File: src/rtl/sevenseg_pkg.sv
// Shared types and default constants for the 7-segment digit scanner.
// Contents:
//   nibble_t          - one hex digit as presented to the segment decoder
//   SEVENSEG_DIGITS   - default number of multiplexed digits
//   SEVENSEG_TICK_DIV - default clock cycles per digit slot
package sevenseg_pkg;

  typedef logic [3:0] nibble_t;

  localparam int SEVENSEG_DIGITS   = 4;
  localparam int SEVENSEG_TICK_DIV = 50000;

endpackage : sevenseg_pkg

File: src/rtl/scan_tick.sv
// Slot prescaler for the digit scanner. It counts clock cycles modulo
// TICK_DIV and raises tick_o for exactly one cycle while the count sits
// at its last value (TICK_DIV-1), which is the final cycle of a slot.
// tick_o comes from a flop that is loaded with the comparison against
// the next count value, so it stays aligned with the counter.
// Ports:
//   clk_i  - system clock
//   rst_ni - synchronous active-low reset (count restarts at 0)
//   tick_o - one-cycle pulse in the last cycle of each slot
module scan_tick #(
  parameter int TICK_DIV = 50000
) (
  input  logic clk_i,
  input  logic rst_ni,
  output logic tick_o
);

  localparam int CW = (TICK_DIV > 1) ? $clog2(TICK_DIV) : 1;
  localparam logic [CW-1:0] LAST = CW'(TICK_DIV - 1);

  logic [CW-1:0] cnt_r;
  logic [CW-1:0] cnt_nxt_s;
  logic          tick_r;

  // Next count value, wrapping after the last cycle of the slot.
  always_comb begin
    cnt_nxt_s = '0;
    if (cnt_r == LAST) begin
      cnt_nxt_s = '0;
    end else begin
      cnt_nxt_s = cnt_r + CW'(1);
    end
  end

  // Count register and registered slot-end flag.
  always_ff @(posedge clk_i) begin
    if (!rst_ni) begin
      cnt_r  <= '0;
      // With a one-cycle slot every cycle is a slot end, including the first.
      tick_r <= (LAST == '0);
    end else begin
      cnt_r  <= cnt_nxt_s;
      tick_r <= (cnt_nxt_s == LAST);
    end
  end

  assign tick_o = tick_r;

endmodule : scan_tick

File: src/rtl/sevenseg_scan.sv
// Time-multiplexed digit scanner feeding a 7-segment decoder.
// A staging buffer captures value_i/dp_i on load_i; the display buffer
// only takes the staged content at a frame wrap, so a frame never shows
// a mix of old and new digits. One nibble per slot is presented on bin_o
// with one-hot digit enables; all outputs are registered.
// Optional feature: define SEVENSEG_LZB_EN for leading-zero blanking
// (digits above the most significant non-zero nibble get no enable,
// except digit 0 and any digit whose decimal point is set).
// Ports:
//   clk_i       - system clock
//   rst_ni      - synchronous active-low reset
//   value_i     - 4*DIGITS hex value, nibble k = digit k
//   dp_i        - decimal point per digit
//   load_i      - capture value_i/dp_i into the staging buffer
//   bin_o       - nibble of the active digit (to decoder bin_i)
//   dp_o        - decimal point of the active digit
//   digit_en_o  - one-hot active-high digit enable
//   digit_enn_o - bitwise inverse of digit_en_o
//   frame_o     - one-cycle pulse at the start of each digit-0 slot after a wrap
module sevenseg_scan
  import sevenseg_pkg::*;
#(
  parameter int DIGITS   = SEVENSEG_DIGITS,
  parameter int TICK_DIV = SEVENSEG_TICK_DIV
) (
  input  logic                  clk_i,
  input  logic                  rst_ni,
  input  logic [4*DIGITS-1:0]   value_i,
  input  logic [DIGITS-1:0]     dp_i,
  input  logic                  load_i,
  output logic [3:0]            bin_o,
  output logic                  dp_o,
  output logic [DIGITS-1:0]     digit_en_o,
  output logic [DIGITS-1:0]     digit_enn_o,
  output logic                  frame_o
);

  localparam int IW = (DIGITS > 1) ? $clog2(DIGITS) : 1;
  localparam logic [IW-1:0] IDX_LAST = IW'(DIGITS - 1);

  logic                tick_s;
  logic                wrap_s;
  logic [IW-1:0]       idx_r;
  logic [IW-1:0]       idx_nxt_s;

  logic [4*DIGITS-1:0] stg_val_r;
  logic [DIGITS-1:0]   stg_dp_r;
  logic                pending_r;
  logic [4*DIGITS-1:0] disp_val_r;
  logic [DIGITS-1:0]   disp_dp_r;

  logic [4*DIGITS-1:0] disp_val_nxt_s;
  logic [DIGITS-1:0]   disp_dp_nxt_s;
  nibble_t             nib_s;
  logic                dp_s;
  logic                blank_s;
  logic [DIGITS-1:0]   en_s;

  logic [3:0]          bin_r;
  logic                dp_r;
  logic [DIGITS-1:0]   en_r;
  logic                frame_r;

  scan_tick #(
    .TICK_DIV (TICK_DIV)
  ) u_scan_tick (
    .clk_i  (clk_i),
    .rst_ni (rst_ni),
    .tick_o (tick_s)
  );

  // Slot sequencing: next digit index and frame wrap detection.
  always_comb begin
    wrap_s    = 1'b0;
    idx_nxt_s = idx_r;
    if (tick_s) begin
      if (idx_r == IDX_LAST) begin
        wrap_s    = 1'b1;
        idx_nxt_s = '0;
      end else begin
        wrap_s    = 1'b0;
        idx_nxt_s = idx_r + IW'(1);
      end
    end else begin
      wrap_s    = 1'b0;
      idx_nxt_s = idx_r;
    end
  end

  // Display content as it will be after this edge, so the outputs
  // loaded at a wrap already show the freshly swapped frame.
  always_comb begin
    disp_val_nxt_s = disp_val_r;
    disp_dp_nxt_s  = disp_dp_r;
    if (wrap_s && pending_r) begin
      disp_val_nxt_s = stg_val_r;
      disp_dp_nxt_s  = stg_dp_r;
    end else begin
      disp_val_nxt_s = disp_val_r;
      disp_dp_nxt_s  = disp_dp_r;
    end
  end

  // Select the nibble/dp of the upcoming digit and decide its enable.
  always_comb begin
    nib_s   = 4'h0;
    dp_s    = 1'b0;
    blank_s = 1'b0;
    for (int k = 0; k < DIGITS; k++) begin
      if (IW'(k) == idx_nxt_s) begin
        nib_s = disp_val_nxt_s[4*k +: 4];
        dp_s  = disp_dp_nxt_s[k];
      end else begin
        nib_s = nib_s;
        dp_s  = dp_s;
      end
    end
`ifdef SEVENSEG_LZB_EN
    // Blank when this digit and every digit above it are zero, unless
    // it is digit 0 or carries a decimal point.
    blank_s = (idx_nxt_s != '0) && !dp_s;
    for (int k = 0; k < DIGITS; k++) begin
      if ((k >= int'(idx_nxt_s)) && (disp_val_nxt_s[4*k +: 4] != 4'h0)) begin
        blank_s = 1'b0;
      end else begin
        blank_s = blank_s;
      end
    end
`else
    blank_s = 1'b0;
`endif
    if (blank_s) begin
      en_s = '0;
    end else begin
      en_s = DIGITS'(1) << idx_nxt_s;
    end
  end

  // Scan state, double buffer and registered outputs.
  always_ff @(posedge clk_i) begin
    if (!rst_ni) begin
      idx_r      <= '0;
      stg_val_r  <= '0;
      stg_dp_r   <= '0;
      pending_r  <= 1'b0;
      disp_val_r <= '0;
      disp_dp_r  <= '0;
      bin_r      <= 4'h0;
      dp_r       <= 1'b0;
      en_r       <= DIGITS'(1);
      frame_r    <= 1'b0;
    end else begin
      idx_r      <= idx_nxt_s;
      disp_val_r <= disp_val_nxt_s;
      disp_dp_r  <= disp_dp_nxt_s;
      frame_r    <= wrap_s;
      // A load coinciding with a wrap stays pending for the next frame.
      if (load_i) begin
        stg_val_r <= value_i;
        stg_dp_r  <= dp_i;
        pending_r <= 1'b1;
      end else if (wrap_s) begin
        pending_r <= 1'b0;
      end
      if (tick_s) begin
        bin_r <= nib_s;
        dp_r  <= dp_s;
        en_r  <= en_s;
      end
    end
  end

  assign bin_o       = bin_r;
  assign dp_o        = dp_r;
  assign digit_en_o  = en_r;
  assign digit_enn_o = ~en_r;
  assign frame_o     = frame_r;

endmodule : sevenseg_scan

File: config.mk
export PLATFORM = sky130hd
export DESIGN_NAME = sevenseg_scan
export DESIGN_NICKNAME = d
export VERILOG_FILES = /design/src/rtl/sevenseg_pkg.sv /design/src/rtl/scan_tick.sv /design/src/rtl/sevenseg_scan.sv
export SDC_FILE = /design/constraint.sdc
export NUM_CORES = 1
export LEC_CHECK = 0
export ABC_AREA = 1
export BUFFER_PORTS_ARGS = -buffer_cell sky130_fd_sc_hd__buf_2
export CORE_MARGIN = 2
export CORE_UTILIZATION = 42
export CTS_CLUSTER_SIZE = 14
export DETAILED_ROUTE_END_ITERATION = 8
export PLACE_DENSITY = 0.61
export RECOVER_POWER = 100
export SYNTH_ARGS = -nofsm -noshare
export SYNTH_HDL_FRONTEND = slang
export SYNTH_SLANG_ARGS = --single-unit
export TNS_END_PERCENT = 100
File: constraint.sdc
create_clock -name clk_i -period 1.8 [get_ports clk_i]
set_input_delay 0.18 -clock clk_i [delete_from_list [all_inputs] [get_ports clk_i]]
set_output_delay 0.18 -clock clk_i [all_outputs]
set_load 0.02 [all_outputs]
# Word-level counts from Yosys, hierarchy flattened
# Cells that the tools add are included.
totals:
  register_bits: 70
  in_bits: 23
  output_inout_bits: 14
  elab_cells: 42
op_classes:
  add_sub_neg: 2
  eq_ne: 6
  shifts: 1
  n_mux: 17
  n_bitwise: 1
  reduce_logical: 3
ops:
  columns: ["cell", "count"]
  rows:
  - ["equality test 16 bit, second input constant", 2]
  - ["2-to-1 mux 16 bit", 2]
  - ["2-to-1 mux 4 bit", 5]
  - ["adder 16 x 1 -> 16 bit, second input constant", 1]
  - ["2-to-1 mux 1 bit", 8]
  - ["equality test 2 bit, first input constant", 2]
  - ["2-to-1 mux 2 bit", 2]
  - ["inverter 4 bit", 1]
  - ["left shift 1 x 2 -> 4 bit, first input constant", 1]
  - ["adder 2 x 1 -> 2 bit, second input constant", 1]
  - ["equality test 1 x 2 -> 1 bit, first input constant", 1]
  - ["equality test 2 bit, second input constant", 1]
  - ["logical NOT 2 bit", 1]
  - ["nonzero test 2 bit", 1]
  - ["logical AND 1 bit", 1]

# Longest topological paths before layout
# Gate-level depths: netlist (run 1).
logic_depth:
  depth_word: 9
  mapped_depth: 11
  depth_no_buf: 11

# Cells and area by module
# A second synthesis (run 1) with hierarchy kept.
unflattened:
  hier_cells: 454
  area_unflattened_um2: 3269.4
by_module_without_submodules:
  columns: ["mod", "n_inst", "cells_each", "area_each_um2", "seq_area_each_um2"]
  rows:
  - ["sevenseg_scan", 1, 308, 2277.2, 1061.0]
  - ["scan_tick", 1, 146, 992.2, 340.3]

# Worst setup path after synthesis (run 1)
# OpenSTA, ideal clock, no wires.
synth_timing:
  path_type: "register to register"
  start: "register idx_r[0]"
  end: "register bin_r[1] (netlist: bin_o[1])"
  setup_time_ps: 112
  arrival_time_ps: 1329
  required_ps: 1688
  path_slack_ps: 359
  path_stages_with_launch: 9
  path_cell_list: "dfxtp_1 -> ha_1 -> nand3_2 -> buf_2 -> o21a_1 -> a22oi_1 -> nand2_1 -> nand2_1 -> nand2_1"
synth_via:
  elab_chain_len: 9
  elab_cells_between_ends: 16
  classes_between: "1 x add/sub; 4 x eq/ne; 9 x mux; 2 x reduce/logical"
synth_lines:
  columns: ["item", "line_no", "source"]
  rows:
  - ["from (decl)", "sevenseg_scan.sv:43", "logic [IW-1:0] idx_r;"]
  - ["from (signal assigned)", "sevenseg_scan.sv:153", "idx_r <= idx_nxt_s;"]
  - ["parallel branches: the longest is 8 deep, another holds adder 2 x 1 -> 2 bit", null, null]
  - ["2-to-1 mux 4 bit *", "sevenseg_scan.sv:110", "if (IW'(k) == idx_nxt_s) begin"]
  - ["to (signal assigned)", "sevenseg_scan.sv:166", "bin_r <= nib_s;"]
  - ["to (decl)", "sevenseg_scan.sv:59", "logic [3:0] bin_r;"]
# Every way passes the cells marked *.
# A chain may end at the register's enable or synchronous reset.

# Worst setup path in the final report (run 1)
# Ends and elaborated chain as after synthesis.

==> results of run 1 <==
## flip-flops by register name (all words and copies together) (netlist names)
register	flops
disp_val_r	16
u_scan_tick.tick_o	1
stg_val_r	16
pending_r	1
disp_dp_r	4
digit_en_o	4
idx_r	2
dp_o	1
u_scan_tick.cnt_r	16
stg_dp_r	4
frame_o	1
bin_o	4
## logic make-up (layout without fill, tap and decap cells)
kind of cell	count (synthesis)	count (layout)	share of synthesized area, %
AO/OA/AOI/OAI	57	57	10.3
XOR/XNOR	3	3	0.840
adder cells (fa/ha/maj)	3	3	1.20
buffers and inverters	70	115	8.64
flip-flops	70	70	44.8
multiplexers	5	5	1.60
AND/OR/NAND/NOR	245	245	32.6
## timing repair
action / CTS / global route
resized for setup: 0 / 4
endpoints found under the setup margin: 0 / 5
hold buffers: 0 / 0
## worst min-delay path by stage
| stage | depth (start not counted) | end | start | slack, ps |
|---|---|---|---|---|
| floorplan | 2 | stg_dp_r[0] | dp_i[0] | 310 |
| global placement | 3 | stg_val_r[6] | value_i[6] | 400 |
| detailed placement | 3 | stg_val_r[10] | value_i[10] | 410 |
| CTS | 3 | stg_val_r[6] | value_i[6] | 40 |
| global route | 3 | stg_val_r[5] | value_i[5] | 40 |
| finish | 3 | stg_val_r[5] | value_i[5] | 50 |
## synthesized netlist by cell type, drive strengths merged
cell / n / area (sq um)
nand3: 17 / 105
nand4: 4 / 25.0
nand2: 95 / 367
xnor2: 1 / 8.76
inv: 55 / 206
o21a: 8 / 60.1
clkinv: 1 / 3.75
xor2: 2 / 17.5
o21ai: 34 / 174
ha: 3 / 37.5
mux2i: 5 / 50.1
o211ai: 1 / 7.51
dfxtp: 70 / 1400
clkbuf: 7 / 26.3
nor3: 5 / 25.0
o22ai: 1 / 6.26
a22oi: 4 / 30.0
buf: 7 / 33.8
nor2: 124 / 498
a21oi: 9 / 45.0
## power breakdown
group          internal (mW)  switching (mW)  leakage [nW]  total (mW)
Clock                  0.927           0.606         0.118        1.53
Sequential              1.59          0.0258         0.570        1.61
Combinational         0.0470          0.0755         0.980       0.123
## tightest hold or removal path: stages
cell and delay (ps):
buf_2 70, nor2_1 30, nor2_1 80
## final cells by class
type	instances	area share (%)
clock buffer	11	3.60
timing repair buffer	43	6.14
multi-input combinational	313	39.8
clock inverter	5	2.95
tap	99	3.39
inverter	56	5.76
sequential	70	38.4
## layer usage
metal	vias up	part of all wire (%)	track usage (%)
met5	-	0	0
met4	0	1.5	6.54
met3	10	4.7	5.01
met2	54	42	26.2
met1	1210	52	25.8
li1	1483	-	-
==> flow_summary.json, run 1 <==
{
  "outcome": "finished, final reports clean",
  "power_mw": 3.27,
  "yosys_warnings": 0,
  "cts_tree": "yes",
  "worstSetupPathType": "flip-flop to flip-flop",
  "critPathMostFrequentCell": "nand2_1",
  "slowest_stage": "dfxtp_1",
  "slew_viol_final": 0,
  "cap_violations": 0,
  "cp-start-kind": "flip-flop",
  "r2r-start": "idx_r[0]",
  "core_region_area_sq_um": 7210,
  "nets": 519,
  "fmax_mhz": 610,
  "setup_viol": 0,
  "area_delta_synth_final_pct": 16.7,
  "reg2reg_slack_ps": 160,
  "crit_end": "bin_o[1]",
  "worst_pin_slew_ps": 668,
  "dpl_cell_area_sq_um": 3440,
  "synth.cell_area_sq_um": 3130,
  "dp_hpwl_um": 5060,
  "n_antenna_cell": 0,
  "worstPathCellList": "ha_1, nand3_4, clkbuf_1, mux2i_1, a21oi_1, nand2_1, nand2_1",
  "layout_setup_ws_ps": 162,
  "ys_types": 29,
  "vias_per_cell": 4.62,
  "final_common_cell": "nor2_1",
  "gp_congestion": 0.881,
  "hold_class": "primary input to flip-flop",
  "max_slew_margin_pct": 55.4,
  "cp.depth": 7,
  "grt_antenna_before_repair": 0,
  "ys_seq_elements": 70,
  "boundaryPins": 37,
  "p_per_area_nw_per_um2": 895,
  "worstReg2RegEnd": "bin_o[1]",
  "grt_start_max_net_pins": 37,
  "wire_per_inst_um": 11.7,
  "synthCells": 453,
  "start_util_pct": 43.4,
  "max_stage_delay_ps": 330,
  "fillers": 770,
  "cts_root_buffer": "clkbuf_8",
  "fin_util_pct": 50.6,
  "overflow": 0,
  "final-seq-area_sq_um": 1400,
  "crit_start": "idx_r[0]",
  "path_buf_inv": 1,
  "antenna_left": 0,
  "finalSetupTns_ps": 0,
  "htree_num_levels": 3,
  "postLayoutCellArea_sq_um": 3650,
  "cts.sinks": 70,
  "drc": 0,
  "clkTransAtPathRegs_ps": 80,
  "post-route-min-period_ps": 1640,
  "p_leak_nw": 1.67,
  "grt_pass1_wl_um": 11900,
  "rr_worst_depth": 7,
  "die_h_um": 90.3,
  "synth_nets": 479,
  "cp_top_family": "flip-flops",
  "grt_pass1_vias": 2552,
  "hold_violations": 0,
  "avgSynthCellArea_sq_um": 6.91,
  "wl_um": 7000,
  "postCtsSetupBuffers": 0,
  "arrival_ps": 1890,
  "multiInputGateArea_sq_um": 1450,
  "post-place-ws_ps": 168,
  "stdcell_count": 597,
  "final_cell_mix": "nor2_1 (119), nand2_1 (91), dfxtp_1 (70)",
  "drive_above_1_share_pct": 12.0,
  "finClkSkew_ps": 8.38,
  "cts_buffers": 9,
  "rsz0062_at_grt": "no",
  "portBuffers": 36,
  "peakVddDrop_mv": 0.484,
  "whs_ps": 48.5,
  "dp_cells": 581,
  "cts_max_path_buffers": 2,
  "end_kind": "flip-flop",
  "cp_max_fo": 7,
  "first_pass_iters": 4,
  "grt_use_total_pct": 18.1,
  "clock_latency_ps": 350,
  "num_vias": 2757,
  "dieArea_sq_um": 8150,
  "drt_iter0_markers": 168,
  "die_x_um": 90.3,
  "fin_crit_sh_pct": 91.0,
  "num_rows": 31,
  "crit_required_ps": 2050,
  "seq_area_frac_synth_pct": 44.8
}
Power figures use the tool's default switching activity.
==> run 2: changes to the inputs <==
--- a/config.mk
+++ b/config.mk
@@ -8,10 +8,10 @@
 export ABC_AREA = 1
 export BUFFER_PORTS_ARGS = -buffer_cell sky130_fd_sc_hd__buf_2
 export CORE_MARGIN = 2
-export CORE_UTILIZATION = 42
+export CORE_UTILIZATION = 57
 export CTS_CLUSTER_SIZE = 14
 export DETAILED_ROUTE_END_ITERATION = 8
-export PLACE_DENSITY = 0.61
+export PLACE_DENSITY = 0.78
 export RECOVER_POWER = 100
 export SYNTH_ARGS = -nofsm -noshare
 export SYNTH_HDL_FRONTEND = slang
==> flow_summary.json, run 2 (synthesized netlist as in run 1, its figures left out) <==
{
  "outcome": "finished, final reports clean",
  "finalSetupTns_ps": 0,
  "crit_end": "bin_o[1]",
  "crit_start": "u_scan_tick.tick_o",
  "postCtsSetupBuffers": 0,
  "peakVddDrop_mv": 0.611,
  "worstSetupPathType": "flip-flop to flip-flop",
  "dieArea_sq_um": 6100,
  "htree_num_levels": 3,
  "wire_per_inst_um": 12.4,
  "drt_iter0_markers": 133,
  "boundaryPins": 37,
  "stdcell_count": 566,
  "final_cell_mix": "nor2_1 (116), nand2_1 (91), dfxtp_1 (69)",
  "cap_violations": 0,
  "die_x_um": 78.1,
  "p_leak_nw": 1.67,
  "crit_required_ps": 2040,
  "antenna_left": 0,
  "highest_layer": "met4",
  "worst_pin_slew_ps": 710,
  "cts_tree": "yes",
  "max_slew_margin_pct": 52.6,
  "postCtsHoldBufs": 0,
  "cts_buffers": 9,
  "area_delta_synth_final_pct": 15.2,
  "fin_crit_sh_pct": 92.4,
  "cts_max_path_buffers": 2,
  "wl_met1_um": 3110,
  "setup_viol": 0,
  "worstReg2RegEnd": "bin_o[1]",
  "reg2reg_slack_ps": 140,
  "worstPathCellList": "buf_4, inv_1, nand2_1, nand2_2, nand2_1, inv_1, nor2_1, nand2_1, nand2_1, nand2_1",
  "grt_pass1_vias": 2732,
  "met3WireLength_um": 462,
  "num_rows": 26,
  "combPwrFrac_pct": 3.8,
  "p_sw_share_pct": 21.2,
  "grt_use_total_pct": 25.2,
  "dpl_cell_area_sq_um": 3390,
  "hold_class": "primary input to flip-flop",
  "wl_met2_um": 3380,
  "cp.depth": 10,
  "rsz0062_at_grt": "no",
  "critPathMostFrequentCell": "nand2_1",
  "path_buf_inv": 3,
  "arrival_ps": 1910,
  "dp_hpwl_um": 4870,
  "core_region_area_sq_um": 5200,
  "vias_per_cell": 5.03,
  "p_per_area_nw_per_um2": 890,
  "n_antenna_cell": 0,
  "fin_util_pct": 69.2,
  "internal_power_mw": 2.53,
  "hold_violations": 0,
  "num_vias": 2847,
  "drc": 0,
  "slowest_stage": "dfxtp_1",
  "cp_max_fo": 8,
  "drive_above_1_share_pct": 12.7,
  "finClkSkew_ps": 8.11,
  "first_pass_iters": 5,
  "die_h_um": 78.1,
  "post-place-ws_ps": 134,
  "cp-start-kind": "flip-flop",
  "cts.sinks": 70,
  "dp_cells": 550,
  "clkTransAtPathRegs_ps": 70,
  "nets": 517,
  "whs_ps": 53.3,
  "wl_um": 7030,
  "grt_pass1_wl_um": 12100,
  "fmax_mhz": 601,
  "rr_worst_depth": 10,
  "layout_setup_ws_ps": 136,
  "portBuffers": 36,
  "cp_top_family": "simple AND/OR/NAND/NOR gates",
  "seqPwrFrac_pct": 50.4,
  "r2r-start": "u_scan_tick.tick_o",
  "postLayoutCellArea_sq_um": 3600,
  "power_mw": 3.20,
  "cts_root_buffer": "clkbuf_8",
  "clock_latency_ps": 340,
  "end_kind": "flip-flop",
  "overflow": 0,
  "post-route-min-period_ps": 1660,
  "max_stage_delay_ps": 470,
  "clockPowerShare_pct": 45.8,
  "start_util_pct": 60.1,
  "grt_antenna_before_repair": 0,
  "grt_start_max_net_pins": 36,
  "top_regs": "disp_val_r (16), stg_val_r (16), u_scan_tick.cnt_r (16)",
  "gp_congestion": 0.929,
  "final_common_cell": "nor2_1",
  "p_sw_uw": 678,
  "slew_viol_final": 0
}
run 2: cell types whose count changed in the layout (fill, tap and decap cells not counted), moves of 2 or more:
cell,change
clkbuf_8,+3
nor2_1,-3
nor2_2,+3
clkinv_4,-2
nand3_2,+2
run 2: per-layer routing:
metal	vias to the layer above	global-route usage [%]
li1	1482	-
met1	1274	31.8
met2	85	41.7
met3	6	6.90
met4	0	8.42
met5	-	0
run 2: area by class of cell:
cell class | count | area (sq um)
Clock buffer | 13 | 169
Clock inverter | 3 | 65.1
Fill cell | 474 | 1600
Inverter | 56 | 210
Multi-Input combinational cell | 313 | 1460
Sequential cell | 70 | 1400
Tap cell | 70 | 87.6
Timing Repair Buffer | 41 | 211
run 2: what timing repair did:
action                                 in CTS  in global routing
gates resized for setup                     0                  5
setup endpoints to repair                   0                  3
endpoints found under the hold margin       0                  0
run 2: worst register-to-register path, delay by kind of cell, from the launching register on:
family	cells	cell delay, ps
and+or+nand+nor	7	700
DFF	1	470
buffers and inverters	3	410
run 2: worst min path at each step:
| stage | start | endpoint | slack, ps | cells after the start |
|---|---|---|---|---|
| after floorplan | dp_i[0] | stg_dp_r[0] | 310 | 2 |
| after global placement | value_i[6] | stg_val_r[6] | 400 | 3 |
| after detailed placement | value_i[11] | stg_val_r[11] | 410 | 3 |
| after CTS | value_i[11] | stg_val_r[11] | 50 | 3 |
| after global routing | value_i[14] | stg_val_r[14] | 60 | 3 |
| final | value_i[7] | stg_val_r[7] | 50 | 3 |
run 2: power groups by stage:
stage               logic, mW  registers, mW  clock network, mW
floorplan              0.0753           1.64                  0
detailed placement      0.122           1.65                  0
global route            0.144           1.62               1.55
CTS                     0.124           1.61               1.49
finish                  0.123           1.61               1.47
global placement        0.118           1.65                  0
